===== src/rtl/alert_pkg.sv =====
// Shared definitions for the alert frame generator/consumer pair.
package alert_pkg;

  typedef enum logic [2:0] {
    IDLE,
    START,
    DATA,
    PARITY,
    STOP
  } state_e;

  localparam int ALERT_PERIOD = 256;
  localparam int TRANS_SLOT   = 128;
  localparam int TEST_SLOT    = 144;

endpackage


===== src/rtl/alert_watchdog.sv =====
// Missed-period detector: counts sysclk cycles between trans_enable pulses once armed.
module alert_watchdog
  import alert_pkg::*;
#(
  parameter int PERIOD = ALERT_PERIOD
) (
  input  logic sysclk,
  input  logic reset,
  input  logic trans_enable,
  input  logic accepted,
  output logic miss_err
);

  logic [8:0] cnt_p0;
  logic       armed_p0;

  // A pulse exactly PERIOD cycles after the previous one arrives while cnt is PERIOD-1.
  always_ff @(posedge sysclk or negedge reset) begin
    if (!reset) begin
      cnt_p0   <= '0;
      armed_p0 <= 1'b0;
      miss_err <= 1'b0;
    end else if (trans_enable) begin
      cnt_p0 <= '0;
      if (accepted) armed_p0 <= 1'b1;
    end else if (armed_p0) begin
      if (cnt_p0 != 9'(PERIOD)) cnt_p0 <= cnt_p0 + 9'd1;
      if (cnt_p0 == 9'(PERIOD - 1)) miss_err <= 1'b1;
    end
  end

endmodule


===== src/rtl/alert_tx.sv =====
// Serializes a latched payload as start/data(LSB first)/[parity]/stop on tx_out.
// Optional even-parity bit enabled by defining PARITY_EN.
module alert_tx
  import alert_pkg::*;
#(
  parameter int DATA_W  = 8,
  parameter int BIT_CYC = 1,
  parameter int PERIOD  = ALERT_PERIOD
) (
  input  logic              sysclk,
  input  logic              reset,
  input  logic              trans_enable,
  input  logic              test_enable,
  input  logic [DATA_W-1:0] data_in,
  output logic              tx_out,
  output logic              tx_busy,
  output logic              frame_done,
  output logic              test_ok,
  output logic              overrun_err,
  output logic              miss_err,
  output logic [7:0]        frame_cnt
);

  state_e            state_p0, state_nxt;
  logic [1:0]        cyc_p0, cyc_nxt;
  logic [3:0]        idx_p0, idx_nxt;
  logic [DATA_W-1:0] sh_p0, sh_nxt;
  logic              done_seen_p0;
  logic              bit_end, last_bit, accept, done_ev, par_bit;
  logic              tx_d, busy_d;

  assign bit_end  = (cyc_p0 == 2'(BIT_CYC - 1));
  assign last_bit = (idx_p0 == 4'(DATA_W - 1));
  assign accept   = trans_enable && (state_p0 == IDLE);
  assign done_ev  = (state_p0 == STOP) && bit_end;

`ifdef PARITY_EN
  logic par_p0;
  always_ff @(posedge sysclk or negedge reset) begin
    if (!reset)      par_p0 <= 1'b0;
    else if (accept) par_p0 <= ^data_in;
  end
  assign par_bit = par_p0;
`else
  assign par_bit = 1'b1;
`endif

  // Stage p0: FSM state, bit timing and shift register
  always_ff @(posedge sysclk or negedge reset) begin
    if (!reset) begin
      state_p0 <= IDLE;
      cyc_p0   <= '0;
      idx_p0   <= '0;
      sh_p0    <= '0;
    end else begin
      state_p0 <= state_nxt;
      cyc_p0   <= cyc_nxt;
      idx_p0   <= idx_nxt;
      sh_p0    <= sh_nxt;
    end
  end

  always_comb begin
    state_nxt = state_p0;
    cyc_nxt   = bit_end ? 2'd0 : cyc_p0 + 2'd1;
    idx_nxt   = idx_p0;
    sh_nxt    = sh_p0;
    case (state_p0)
      IDLE: begin
        cyc_nxt = '0;
        if (trans_enable) begin
          state_nxt = START;
          sh_nxt    = data_in;
          idx_nxt   = '0;
        end
      end
      START:  if (bit_end) state_nxt = DATA;
      DATA: begin
        if (bit_end) begin
          sh_nxt  = sh_p0 >> 1;
          idx_nxt = idx_p0 + 4'd1;
`ifdef PARITY_EN
          if (last_bit) state_nxt = PARITY;
`else
          if (last_bit) state_nxt = STOP;
`endif
        end
      end
      PARITY: if (bit_end) state_nxt = STOP;
      STOP:   if (bit_end) state_nxt = IDLE;
      default: state_nxt = IDLE;
    endcase
  end

  // Outputs are derived from the next state so the registered line lines up with state_p0.
  always_comb begin
    busy_d = (state_nxt != IDLE);
    case (state_nxt)
      START:   tx_d = 1'b0;
      DATA:    tx_d = sh_nxt[0];
      PARITY:  tx_d = par_bit;
      default: tx_d = 1'b1;
    endcase
  end

  // Stage p1: registered outputs and frame bookkeeping
  always_ff @(posedge sysclk or negedge reset) begin
    if (!reset) begin
      tx_out       <= 1'b1;
      tx_busy      <= 1'b0;
      frame_done   <= 1'b0;
      frame_cnt    <= '0;
      test_ok      <= 1'b0;
      overrun_err  <= 1'b0;
      done_seen_p0 <= 1'b0;
    end else begin
      tx_out     <= tx_d;
      tx_busy    <= busy_d;
      frame_done <= done_ev;
      if (done_ev) frame_cnt <= frame_cnt + 8'd1;
      if (test_enable) test_ok <= !tx_busy && done_seen_p0;
      if (trans_enable && (state_p0 != IDLE)) overrun_err <= 1'b1;
      if (accept)       done_seen_p0 <= 1'b0;
      else if (done_ev) done_seen_p0 <= 1'b1;
    end
  end

  alert_watchdog #(
    .PERIOD(PERIOD)
  ) u_watchdog (
    .sysclk      (sysclk),
    .reset       (reset),
    .trans_enable(trans_enable),
    .accepted    (accept),
    .miss_err    (miss_err)
  );

endmodule


===== config.mk =====
export PLATFORM = sky130hd
export DESIGN_NAME = alert_tx
export DESIGN_NICKNAME = d
export VERILOG_FILES = /design/src/rtl/alert_pkg.sv /design/src/rtl/alert_watchdog.sv /design/src/rtl/alert_tx.sv
export SDC_FILE = /design/constraint.sdc
export NUM_CORES = 1
export LEC_CHECK = 0
export BUFFER_PORTS_ARGS = -buffer_cell sky130_fd_sc_hd__buf_2
export CAP_MARGIN = 20
export CORE_MARGIN = 5
export CORE_UTILIZATION = 56
export CTS_CLUSTER_SIZE = 14
export DETAILED_ROUTE_END_ITERATION = 10
export GPL_TIMING_DRIVEN = 0
export HOLD_SLACK_MARGIN = 0.08
export PLACE_DENSITY = 0.89
export SYNTH_ARGS = -nofsm -noshare
export SYNTH_HDL_FRONTEND = slang
export SYNTH_SLANG_ARGS = --single-unit

===== constraint.sdc =====
create_clock -name sysclk -period 2.1 [get_ports sysclk]
set_clock_uncertainty 0.15 [all_clocks]
set_input_delay 0.105 -clock sysclk [delete_from_list [all_inputs] [get_ports sysclk]]
set_output_delay 0.105 -clock sysclk [all_outputs]
set_load 0.02 [all_outputs]

==> run summary, run 1 <==
Outcome - finished clean
Clk buf depth - 2
1st-iter DRT viols - 112
Final Core Density - 68.38%
Fin. Hold Viols - 0
Router iterations before antenna repair - 5
Final antenna-violating net count - 0
Worst Path Buf+Inv - 3
Die ar. - 0.004758 mm2
GR peak layer - met2
Initial antenna violation count - 0
WL final - 3.626 mm
Reg-to-Reg End - frame_cnt[7]$_DFFE_PN0P_
Setup_tns - 0 ns
DIE HEIGHT - 68.98 um
CP max FO - 10
Critical path endpoint category - register
Critical path cell sequence - inv_1 > ha_1 > buf_2 > and4bb_2 > buf_4 > and4_1 > nand3_1 > xnor2_1
MaxCap Viol Count - 0
Final Non-Filler Cells - 270
Crit Path Class - register to register
FMAX - 508.7 MHz
Sequential Area - 0.001052 mm2
Min Tclk post-route - 1.966 ns
Max Slew Vio Count - 0
Worst VDD drop - 0.5816 mV
Vias - 1447
CTS Buf Count - 5
Mapped Area - 0.001948 mm2
Area post-placement - 0.002131 mm2
Root buf cell - clkbuf_4
IO Pins - 26
Asr flop ratio synth - 100.0%
Setup Fix Bufs, Post-CTS - 0
Delay-heaviest family, CP - simple AND/OR/NAND/NOR gates
DRC Markers - 0
Post-DP HPWL - 2.445 mm
RSZ-0062 raised after global routing - no
Crit Reg-Reg Startpoint - cyc_p0[0]$_DFF_PN0_
Met3 GRT Util - 5.997%
Most common cell after layout, fill and taps aside - dfrtp_1
Met2 Resource Use GR - 28.93%
Die width - 68.98 um
Most frequent cells in the layout - dfrtp_1 (41), buf_2 (27), nand2_1 (25), nor2_1 (12), dlygate4sd3_1 (11)
Tot GR Track Use - 18.16%
Hold Crit Class - primary input to asynchronous set/reset pin
Dominant synthesized flop cell - dfrtp_1
Filler cells - 261
Reg-to-reg slack, setup - 0.13 ns
Worst Setup Slack, final - 0.1343 ns
Gr ovfl total - 0
Fin crit share - 93.60%
CTS tree - built
Worst Path Required - 2.20 ns
Post-layout net count - 242
IO Port Bufs - 25
EDFF count, synth - 0
CP Launch Type - register
Cell Count Post-Placement - 251
Vias in the first global route - 1354
Slowest stage delay, CP - 0.39 ns
Power per Cell Area - 997.4 mW/mm2
Final-report setup violation count - 0
Global Route met1 Usage - 22.73%
Initial Util - 57.92%
Dpl ws - 0.1641 ns
H-Tree Depth - 2
Slew @ Worst Pin - 0.9030 ns
Final RePlAce weighted congestion - 0.8745
Synth Instances - 180
Static leakage - 1.122 nW
Clock Latency Late Sink - 0.36 ns
Seq/Total Area, Yosys - 54.01%
Design area - 0.002300 mm2
Clk slew on worst S/H paths - 0.13 ns
Net count after synthesis - 199
WL/cell - 13.43 um
R2r worst-path depth - 8
Clock sink count - 42
Largest net degree at the start of global routing - 43
Via density - 5.359
Yosys reg bits - 42
Avg Cell Area, Syn - 10.82 um2
Number of synthesis warnings - 0
First-pass GRT wire length - 6.203 mm
Fraction of layout cells with a size suffix above 1 - 20.98%
Total number of placement rows - 21
Netlist cell types - 46
Multi-input logic area - 807.0 um2
P&R area growth vs syn - 18.05%
Antenna diode count - 0
Hold Slack - 0.2463 ns
Crit path DAT - 2.06 ns
Worst path slowest cell - dfrtp_1
Core Box Area - 0.003363 mm2
Max-slew headroom - 39.80%
Total Power - 2.294 mW
## worst max-delay path by stage
stage	to	slack, ns	depth (start not counted)	startpoint
floorplan	frame_cnt[5]$_DFFE_PN0P_	0.31	8	cyc_p0[0]$_DFF_PN0_
detailed placement	frame_cnt[7]$_DFFE_PN0P_	0.16	8	cyc_p0[0]$_DFF_PN0_
global route	frame_cnt[7]$_DFFE_PN0P_	0.02	8	cyc_p0[0]$_DFF_PN0_
global placement	frame_cnt[7]$_DFFE_PN0P_	0.22	8	cyc_p0[0]$_DFF_PN0_
CTS	frame_cnt[7]$_DFFE_PN0P_	0.13	8	cyc_p0[0]$_DFF_PN0_
finish	frame_cnt[7]$_DFFE_PN0P_	0.13	8	cyc_p0[0]$_DFF_PN0_
## timing repair
action | CTS | global route
resized for setup | 0 | 0
endpoints found under the hold margin | 53 | 0
hold buffers | 11 | 0
## synthesized netlist by cell type, drive strengths merged, types with 2 or more instances
cell | n | area, um2
a22o | 2 | 17.52
o21bai | 2 | 15.01
nor2 | 13 | 51.30
nand4 | 2 | 12.51
a21o | 2 | 15.01
clkbuf | 4 | 15.01
a211oi | 2 | 15.01
nand3b | 2 | 15.01
xor2 | 7 | 61.31
ha | 7 | 87.58
a22oi | 6 | 45.04
dfrtp | 41 | 1026
inv | 9 | 33.78
a21oi | 4 | 20.02
and4bb | 2 | 25.02
o21ai | 4 | 20.02
nor2b | 2 | 12.51
buf | 5 | 40.04
nand3 | 6 | 30.03
mux2 | 2 | 22.52
nand2 | 25 | 93.84
and3 | 3 | 18.77
xnor2 | 6 | 52.55
or4 | 2 | 15.01
nor3 | 2 | 10.01
## flip-flops by register name, indices dropped and copies added, names as in the netlist, 2 cells and up
name	flops
cyc_p0	2
idx_p0	4
state_p0	3
sh_p0	8
u_watchdog.cnt_p0	9
frame_cnt	8
## kinds of logic (layout without fill, tap and decap cells)
| group | count (synthesis) | count (layout) | synth area share (%) |
|---|---|---|---|
| compound gates | 31 | 31 | 11.18 |
| xor+xnor | 13 | 13 | 5.845 |
| fa+ha+maj | 7 | 7 | 4.496 |
| buf+inv | 18 | 62 | 4.560 |
| flops | 42 | 42 | 54.01 |
| mux | 3 | 3 | 1.670 |
| simple gates | 66 | 66 | 18.24 |
## power by group
group	leakage (nW)	internal [mW]	switching [mW]
Combinational	0.546	0.326	0.447
Clock	0.0312	0.130	0.270
Sequential	0.545	0.997	0.123
## per-layer routing
metal	up-vias	share of wire (%)
met1	693	44
met5	-	0
met2	36	48
li1	712	-
met4	0	2.0
met3	6	5.4
## area by class of cell
class	instances	area share (%)
Inverter	9	1.469
Multi-Input combinational cell	120	35.09
Clock inverter	3	0.9249
Sequential cell	42	45.76
Clock buffer	5	1.632
Tap cell	46	2.503
Timing Repair Buffer	36	10.23
Buffer	9	2.394
Note: power is estimated with default switching activity, not from simulation.
==> inputs of run 2 (changes only) <==
--- a/config.mk
+++ b/config.mk
@@ -5,6 +5,7 @@
 export SDC_FILE = /design/constraint.sdc
 export NUM_CORES = 1
 export LEC_CHECK = 0
+export ABC_CLOCK_PERIOD_IN_PS = 2100
 export BUFFER_PORTS_ARGS = -buffer_cell sky130_fd_sc_hd__buf_2
 export CAP_MARGIN = 20
 export CORE_MARGIN = 5
@@ -14,6 +15,7 @@
 export GPL_TIMING_DRIVEN = 0
 export HOLD_SLACK_MARGIN = 0.08
 export PLACE_DENSITY = 0.89
+export SETUP_SLACK_MARGIN = 0.15
 export SYNTH_ARGS = -nofsm -noshare
 export SYNTH_HDL_FRONTEND = slang
 export SYNTH_SLANG_ARGS = --single-unit
==> run 2 against run 1 <==
Compared with the run above: first-iteration DRC count rose by 5.4%; die area did not move; worst hold slack improved by 0.0036 ns; sequential power barely moved; critical path depth did not move; global-route usage did not move; count of clock-buffer cells in the layout did not move; combinational power rose by 1%; critical path type unchanged; largest power group unchanged.
==> run summary, run 2 (synthesis results as in run 1) <==
Largest register FFs - 9 (unchanged)
Hold Slack - 0.2499 ns (+0.003614 ns)
R2r worst-path depth - 8 (unchanged)
Min Tclk post-route - 1.847 ns (-0.1183 ns)
Critical path launch point - cyc_p0[0]$_DFF_PN0_
Antenna diode count - 0 (unchanged)
Core Box Area - 0.003363 mm2 (unchanged)
Setup_tns - 0 ns (unchanged)
1st-iter DRT viols - 118 (+5.4%)
RSZ-0062 raised after global routing - no
WL final - 3.699 mm (+2.0%)
Final Non-Filler Cells - 272 (+0.74%)
Slew @ Worst Pin - 0.9004 ns (-0.002594 ns)
MaxCap Viol Count - 0 (unchanged)
Worst Path Required - 2.23 ns (+0.03 ns)
Crit path DAT - 1.98 ns (-0.08 ns)
Fraction of layout cells with a size suffix above 1 - 22.57% (+1.6 points)
Via density - 5.338 (-0.39%)
Power per Cell Area - 989.5 mW/mm2 (-0.79%)
Initial antenna violation count - 0 (unchanged)
Largest net degree at the start of global routing - 43 (unchanged)
Final Core Density - 69.23% (+0.86 points)
Tot GR Track Use - 18.16% (unchanged)
Router iterations before antenna repair - 4 (-1)
Sequential Area - 0.001052 mm2 (unchanged)
DRC Markers - 0 (unchanged)
Gr ovfl total - 0 (unchanged)
WL/cell - 13.60 um (+1.3%)
Share of power burned in registers - 48.7% (-0.2 points)
Post-layout net count - 244 (+0.83%)
Clock sink count - 42 (unchanged)
CP max FO - 7 (-3)
GR peak layer - met2
Most frequent cells in the layout - dfrtp_1 (41), buf_2 (26), nand2_1 (25), nor2_1 (12), dlygate4sd3_1 (11)
DIE HEIGHT - 68.98 um (unchanged)
Total number of placement rows - 21 (unchanged)
Logic pwr share - 33.9% (+0.2 points)
Outcome - finished clean
Post-DP HPWL - 2.445 mm (unchanged)
Top reg by flops - u_watchdog.cnt_p0
P&R area growth vs syn - 19.52%
Reg-to-reg slack, setup - 0.25 ns (+0.12 ns)
Max Slew Vio Count - 0 (unchanged)
IO Pins - 26 (unchanged)
Final antenna-violating net count - 0 (unchanged)
Vias in the first global route - 1354 (unchanged)
Final-report setup violation count - 0 (unchanged)
Fin. Hold Viols - 0 (unchanged)
Cell Count Post-Placement - 251 (unchanged)
Static leakage - 1.139 nW (+1.5%)
Worst VDD drop - 0.5899 mV (+1.4%)
Setup crit end - frame_cnt[5]$_DFFE_PN0P_
Crit Reg-Reg Startpoint - cyc_p0[0]$_DFF_PN0_
Root buf cell - clkbuf_4
H-Tree Depth - 2 (unchanged)
Clk pwr share - 17.3% (about the same)
Met3 GRT Util - 5.997% (unchanged)
Clk slew on worst S/H paths - 0.13 ns (about the same)
Final RePlAce weighted congestion - 0.8745 (unchanged)
Multi-input logic area - 809.5 um2 (+0.31%)
CP Launch Type - register
IO Port Bufs - 25 (unchanged)
FMAX - 541.3 MHz (+6.4%)
Net Sw Frac - 36.72% (+0.10 points)
Max-slew headroom - 39.98% (+0.17 points)
Initial Util - 57.92% (unchanged)
Net Sw Power - 846.0 uW (+0.74%)
Vias - 1452 (+0.35%)
Clock Latency Late Sink - 0.36 ns (about the same)
Fin crit share - 87.97% (-5.6 points)
Global Route met1 Usage - 22.73% (unchanged)
Die ar. - 0.004758 mm2 (unchanged)
CTS tree - built
Critical path endpoint category - register
Clk buf depth - 2 (unchanged)
Most common cell after layout, fill and taps aside - dfrtp_1
Top Registers - u_watchdog.cnt_p0: 9 flops, frame_cnt: 8 flops, sh_p0: 8 flops
Internal - 1.458 mW (+0.29%)
Hold Crit Class - primary input to asynchronous set/reset pin
Met2 Resource Use GR - 28.93% (unchanged)
Die width - 68.98 um (unchanged)
Filler cells - 263 (+0.77%)
First-pass GRT wire length - 6.203 mm (unchanged)
Reg-to-Reg End - frame_cnt[5]$_DFFE_PN0P_
Crit Path Class - register to register
CTS Buf Count - 5 (unchanged)
-- run 2: layout make-up --
cell class / count / share of cell area, %
repair buffers: 38 / 10.75
flip-flops and latches: 42 / 45.19
multi-input cells: 120 / 34.77
clock inverters: 3 / 0.9135
inverters: 9 / 1.451
well taps: 46 / 2.472
clock buffers: 5 / 1.612
plain buffers: 9 / 2.848
-- run 2: metal layers --
metal	vias to the layer above	share of wire [%]
li1	716	-
met1	692	43
met2	40	50
met3	4	5.8
met4	0	0.97
met5	-	0
-- run 2: how the worst min path moves through the flow --
stage,endpoint,from,slack (ns)
2_1_floorplan,cyc_p0[0]$_DFF_PN0_,reset,-0.34
3_3_place_gp,u_watchdog.cnt_p0[7]$_DFFE_PN0P_,reset,0.14
3_5_place_dp,u_watchdog.cnt_p0[7]$_DFFE_PN0P_,reset,0.14
4_1_cts,tx_busy$_DFF_PN0_,reset,0.27
5_1_grt,tx_busy$_DFF_PN0_,reset,0.32
6_report,tx_busy$_DFF_PN0_,reset,0.25
-- run 2: power by group through the flow --
stage | clock [mW] | combinational, mW | sequential [mW]
2_1_floorplan | 0 | 0.501 | 1.18
3_3_place_gp | 0 | 0.731 | 1.12
3_5_place_dp | 0 | 0.757 | 1.13
4_1_cts | 0.415 | 0.777 | 1.12
5_1_grt | 0.452 | 0.880 | 1.15
6_report | 0.400 | 0.782 | 1.12
-- run 2: stage by stage --
stage,area (um2),power (mW),setup WS (ns)
finish,2328,2.304,0.2526
global route,2328,2.481,0.1675
CTS,2302,2.311,0.1742
detailed placement,2131,1.892,0.1641
global placement,2131,1.855,0.2197
floorplan,1948,1.676,0.3120
-- run 2: critical path, stage by stage, from the launching register on --
cell and delay (ns):
dfrtp_1 0.39, inv_1 0.08, ha_1 0.16, buf_6 0.12, and4bb_2 0.23, buf_6 0.12, and4_4 0.24, nand3_1 0.09
xnor2_1 0.20
-- run 2: timing repair --
action                                 in CTS  in global routing
resized for setup                           1                  5
hold buffers                               11                  0
endpoints found under the hold margin      53                  0
setup buffers                               0                  2
gates cloned                                0                  0
setup endpoints to repair                   2                  7
pin swaps                                   0                  1
